**src/rtl/bin2bcd_display_conv_if.sv**
```systemverilog
// bin2bcd_display_conv_if: start/din request and bcd/digit_en result bundle for the BCD converter
interface bin2bcd_display_conv_if #(
  parameter int DATA_W = 20,
  parameter int DIGITS = 7
);
  logic                start;
  logic [DATA_W-1:0]   din;
  logic                busy;
  logic                done;
  logic [4*DIGITS-1:0] bcd;
  logic [DIGITS-1:0]   digit_en;
  modport master (output start, din, input busy, done, bcd, digit_en);
  modport slave  (input start, din, output busy, done, bcd, digit_en);
endinterface

```
**src/rtl/bin2bcd_display_conv.sv**
```systemverilog
// bin2bcd_display_conv: sequential double-dabble binary-to-BCD with leading-zero blanking mask
module bin2bcd_display_conv #(
  parameter int DATA_W = 20,
  parameter int DIGITS = 7
) (
  input logic                   sys_clk,
  input logic                   sys_rst_n,
  bin2bcd_display_conv_if.slave bus
);
  localparam int CNT_W = $clog2(DATA_W) + 1;
  typedef enum logic [1:0] {IDLE, CONV, DONE} state_t;
  state_t              state;
  logic [CNT_W-1:0]    cnt;
  logic [DATA_W-1:0]   shift_reg;
  logic [4*DIGITS-1:0] work_bcd;
  logic [4*DIGITS-1:0] adj;
  logic [DIGITS-1:0]   en_next;
  genvar i;
  generate
    for (i = 0; i < DIGITS; i++) begin : g_dig
      assign adj[4*i +: 4] = work_bcd[4*i +: 4] >= 4'd5 ? work_bcd[4*i +: 4] + 4'd3 : work_bcd[4*i +: 4];
      // a digit is lit when it or any more significant digit is nonzero; units always lit
      assign en_next[i] = (i == 0) || (|work_bcd[4*DIGITS-1:4*i]);
    end
  endgenerate
  assign bus.busy = state != IDLE;
  always_ff @(posedge sys_clk or negedge sys_rst_n) begin
    if (!sys_rst_n) begin
      state        <= IDLE;
      cnt          <= '0;
      shift_reg    <= '0;
      work_bcd     <= '0;
      bus.done     <= 1'b0;
      bus.bcd      <= '0;
      bus.digit_en <= DIGITS'(1);
    end else begin
      bus.done <= 1'b0;
      case (state)
        IDLE: if (bus.start) begin
          shift_reg <= bus.din;
          work_bcd  <= '0;
          cnt       <= '0;
          state     <= CONV;
        end
        CONV: begin
          {work_bcd, shift_reg} <= {adj[4*DIGITS-2:0], shift_reg, 1'b0};
          cnt                   <= cnt + 1'b1;
          if (cnt == CNT_W'(DATA_W - 1)) state <= DONE;
        end
        DONE: begin
          bus.done     <= 1'b1;
          bus.bcd      <= work_bcd;
          bus.digit_en <= en_next;
          state        <= IDLE;
        end
        default: state <= IDLE;
      endcase
    end
  end
endmodule

```
**src/flat_wrapper.sv**
```systemverilog
// flat-port wrapper written by rule: the top's interface ports become plain ports
module bin2bcd_display_conv_flat 
#(
  parameter int DATA_W = 20,
  parameter int DIGITS = 7
)
  (sys_clk, sys_rst_n, bus_start, bus_din, bus_busy, bus_done, bus_bcd, bus_digit_en);
  bin2bcd_display_conv_if #(.DATA_W(DATA_W), .DIGITS(DIGITS)) bus_i ();
  input logic sys_clk;
  input logic sys_rst_n;
  input wire logic [$bits(bus_i.start)-1:0] bus_start;
  input wire logic [$bits(bus_i.din)-1:0] bus_din;
  output wire logic [$bits(bus_i.busy)-1:0] bus_busy;
  output wire logic [$bits(bus_i.done)-1:0] bus_done;
  output wire logic [$bits(bus_i.bcd)-1:0] bus_bcd;
  output wire logic [$bits(bus_i.digit_en)-1:0] bus_digit_en;
  assign bus_i.start = bus_start;
  assign bus_i.din = bus_din;
  assign bus_busy = bus_i.busy;
  assign bus_done = bus_i.done;
  assign bus_bcd = bus_i.bcd;
  assign bus_digit_en = bus_i.digit_en;
  bin2bcd_display_conv #(.DATA_W(DATA_W), .DIGITS(DIGITS)) u_core (.sys_clk(sys_clk), .sys_rst_n(sys_rst_n), .bus(bus_i));
endmodule
```
**config.mk**
```make
export PLATFORM = sky130hd
export DESIGN_NAME = bin2bcd_display_conv_flat
export DESIGN_NICKNAME = d
export VERILOG_FILES = /design/src/rtl/bin2bcd_display_conv_if.sv /design/src/rtl/bin2bcd_display_conv.sv /design/src/flat_wrapper.sv
export SDC_FILE = /design/constraint.sdc
export NUM_CORES = 1
export LEC_CHECK = 0
export CAP_MARGIN = 25
export CORE_MARGIN = 1.5
export CORE_UTILIZATION = 49
export DETAILED_ROUTE_END_ITERATION = 8
export PLACE_DENSITY = 0.75
export SLEW_MARGIN = 20
export SYNTH_ARGS = -nofsm -noshare
export SYNTH_HDL_FRONTEND = slang
export SYNTH_SLANG_ARGS = --single-unit
```
**constraint.sdc**
```tcl
create_clock -name sys_clk -period 1.3 [get_ports sys_clk]
set_input_delay 0.13 -clock sys_clk [delete_from_list [all_inputs] [get_ports sys_clk]]
set_output_delay 0.13 -clock sys_clk [all_outputs]
set_load 0.05 [all_outputs]
```
==> results of run 1 <==
cells by family after synthesis:
family	synth area share, %
compound gates	19.4
xor+xnor	1.82
fa+ha+maj	6.06
buf+inv	4.35
flops	52.5
mux	0.231
other cells	0.0864
simple gates	15.6
layout by cell type (no fill, tap or decap), types with 10 or more instances in the layout:
| cell | instances |
|---|---|
| dfrtp_1 | 88 |
| buf_4 | 83 |
| nand2_1 | 61 |
| buf_12 | 40 |
| buf_6 | 33 |
| o21ai_1 | 29 |
| clkdlybuf4s50_1 | 21 |
| nor2b_1 | 19 |
| a21oi_1 | 18 |
| nor2_1 | 17 |
| inv_2 | 13 |
| o21ai_0 | 13 |
| a22oi_2 | 12 |
| ha_4 | 11 |
| nand2b_4 | 10 |
| clkbuf_8 | 10 |
through the flow:
stage	total power, mW	instances	util (%)	TNS [ns]
4_1_cts	15.0	697	78.2	-0.814
6_report	18.0	727	87.3	-5.70
5_1_grt	18.5	727	87.3	-7.82
2_1_floorplan	8.03	444	-	-0.0139
3_3_place_gp	10.7	658	68.7	-5.14
3_5_place_dp	11.0	658	68.7	-7.70
synth_stat cells (3+ instances only):
cell,count
xnor2_1,7
nand2b_1,10
inv_1,14
o311ai_1,7
dfrtp_1,91
nand4_1,3
o22ai_1,12
clkbuf_1,8
buf_2,19
nand3_1,8
ha_1,21
a22oi_1,19
nor2b_1,21
o31ai_1,7
o21ai_0,29
nand2_1,65
a32o_1,7
nor3b_1,4
nor2_1,22
a21oi_1,31
o21ai_1,15
final cells by class:
type / count / area (um2) / share of cell area [%]
clock buffers: 11 / 141 / 1.88
clock inverters: 4 / 98.8 / 1.31
inverters: 15 / 61.3 / 0.814
multi-input cells: 311 / 2650 / 35.1
flip-flops and latches: 91 / 2280 / 30.3
well taps: 108 / 135 / 1.79
repair buffers: 187 / 2170 / 28.8
report_power, final:
part / total, mW / internal, mW / leakage [nW] / switching, mW
logic: 10.7 / 5.32 / 2.11 / 5.36
registers: 4.85 / 3.70 / 1.13 / 1.14
clock network: 2.46 / 1.33 / 0.120 / 1.13
total: 18.0 / 10.3 / 3.37 / 7.63
worst max path at each step:
stage | startpoint | to | cells past startpoint
after floorplan | u_core.work_bcd[20] | u_core.bus.digit_en[1] | 6
after global placement | bus_start | u_core.shift_reg[0] | 5
after detailed placement | bus_start | u_core.shift_reg[16] | 6
after CTS | u_core.state[0] | bus_busy | 3
after global routing | u_core.work_bcd[20] | u_core.work_bcd[21] | 7
final | u_core.work_bcd[20] | u_core.work_bcd[21] | 7
per-layer routing:
metal	vias up	part of all wire (%)	GRT usage (%)
met4	0	5.1	9.36
met2	329	50	47.4
li1	1901	-	-
met1	2266	37	35.1
met5	-	0	0
met3	89	8.0	4.68
what timing repair did:
item,CTS,global route
hold endpoints to repair,28,0
buffers inserted,20,23
endpoints found under the setup margin,32,86
cloned,4,8
resized for setup,87,121
hold buffers,1,0
pin swaps,26,42
==> results_dict.tcl, run 1 <==
set metrics [dict create \
    finalMaxSlewViolations 0 \
    cts_tree "done" \
    chipHeight_um 97.1 \
    fin_worst_skew_ns 0.0154 \
    die_area_mm2 0.00943 \
    drc 0 \
    core-area_mm2 0.00864 \
    cts_root_buffer "clkbuf_8" \
    first_pass_iters 5 \
    grt.overflow.total 0 \
    drt-vias-per-instance 6.31 \
    dp_hpwl_um 7560 \
    place_congestion 0.796 \
    track_usage_pct 27.5 \
    synth.avg_cell_area_um2 9.77 \
    crit_chain "buf_4 -> buf_6 -> ha_4 -> nand2b_4 -> a21oi_4 -> xnor2_1 -> o22ai_1" \
    fin_ws_ns -0.338 \
    routed_wl_um 17700 \
    wl_per_cell_um 24.4 \
    rows 34 \
    drive_above_1_share_pct 48.3 \
    relSlewSlack_pct 64.7 \
    htreeDepth 3 \
    cts_buffer_depth 2 \
    synth_async_sr_flop_share_pct 100 \
    critPathCaptureType "flop" \
    cp-start-kind "flop" \
    violations "setup timing" \
    start_util_pct 50.2 \
    netlist_instances 444 \
    required_ns 1.55 \
    final-setup-viol-count 60 \
    netlist-cell-type-count 38 \
    n_antenna_cell 0 \
    max_slew.worst_pin.slew_ns 0.524 \
    antenna_left 0 \
    synthesis.nets 488 \
    synth_area_leaders "dfrtp_1, ha_1, nand2_1" \
    io_buffers 58 \
    r2r_slack_ns -0.34 \
    cp_max_fo 3 \
    fillers 370 \
    grt_pass1_vias 4094 \
    r2r_end "u_core.work_bcd[21]" \
    rr_startpoint "u_core.work_bcd[20]" \
    criticalPathCategory "flop to flop" \
    cts-buffers-inserted 9 \
    synthToLayoutAreaGrowth_pct 73.6 \
    maxCapViolations 0 \
    ir_drop_v 0.00132 \
    finalNetCount 659 \
    yosysTopAreaCellShare_pct 52.5 \
    synth_seq_cells 91 \
    critPathArrivalTime_ns 1.89 \
    ys_warn_count 0 \
    crit_slowest_cell "dfrtp_1" \
    grt_max_degree 43 \
    die_x_um 97.1 \
    clk_latency_ns 0.39 \
    io_pins 60 \
    outcome "complete, but fails checks" \
    critPathBufInv 2 \
    critPathTopFamily "flip-flops" \
    path_clk_slew_ns 0.10 \
    synth_ff_type "dfrtp_1" \
    fin_crit_ns 1.64 \
    synth_top_cell_by_area "dfrtp_1" \
    synth-seq-area-share_pct 52.5 \
    fin_crit_sh_pct 126 \
    power_density_mw_per_mm2 2390 \
    rsz0062_at_grt "true" \
    hold_viol 0 \
    cts.sinks 91 \
    grt_pass1_wl_um 20700 \
    grt_antenna_before_repair 0 \
    synth_edf_count 0 \
    ff2ff_path_depth 7 \
    syn_area_mm2 0.00434 \
    dpl_worst_slack_ns -0.215 \
    hp-class "primary input to async pin" \
    design_area_mm2 0.00753 \
    vias 4585 \
    cellLeakagePower_nw 3.37 \
    crit_path_max_incr_delay_ns 0.42 \
    dpl_cell_area_mm2 0.00593 \
    fmax_ghz 0.610 \
    whs_ns 0.227 \
    drt_iter0_drc 374 \
]
Power figures use the tool's default switching activity.
==> run 2, diff against run 1 <==
--- a/config.mk
+++ b/config.mk
@@ -9,6 +9,7 @@
 export CORE_MARGIN = 1.5
 export CORE_UTILIZATION = 49
 export DETAILED_ROUTE_END_ITERATION = 8
+export GPL_ROUTABILITY_DRIVEN = 0
 export PLACE_DENSITY = 0.75
 export SLEW_MARGIN = 20
 export SYNTH_ARGS = -nofsm -noshare
==> results of run 2 <==
The final DEF is identical to that of run 1; final timing and power are the same.
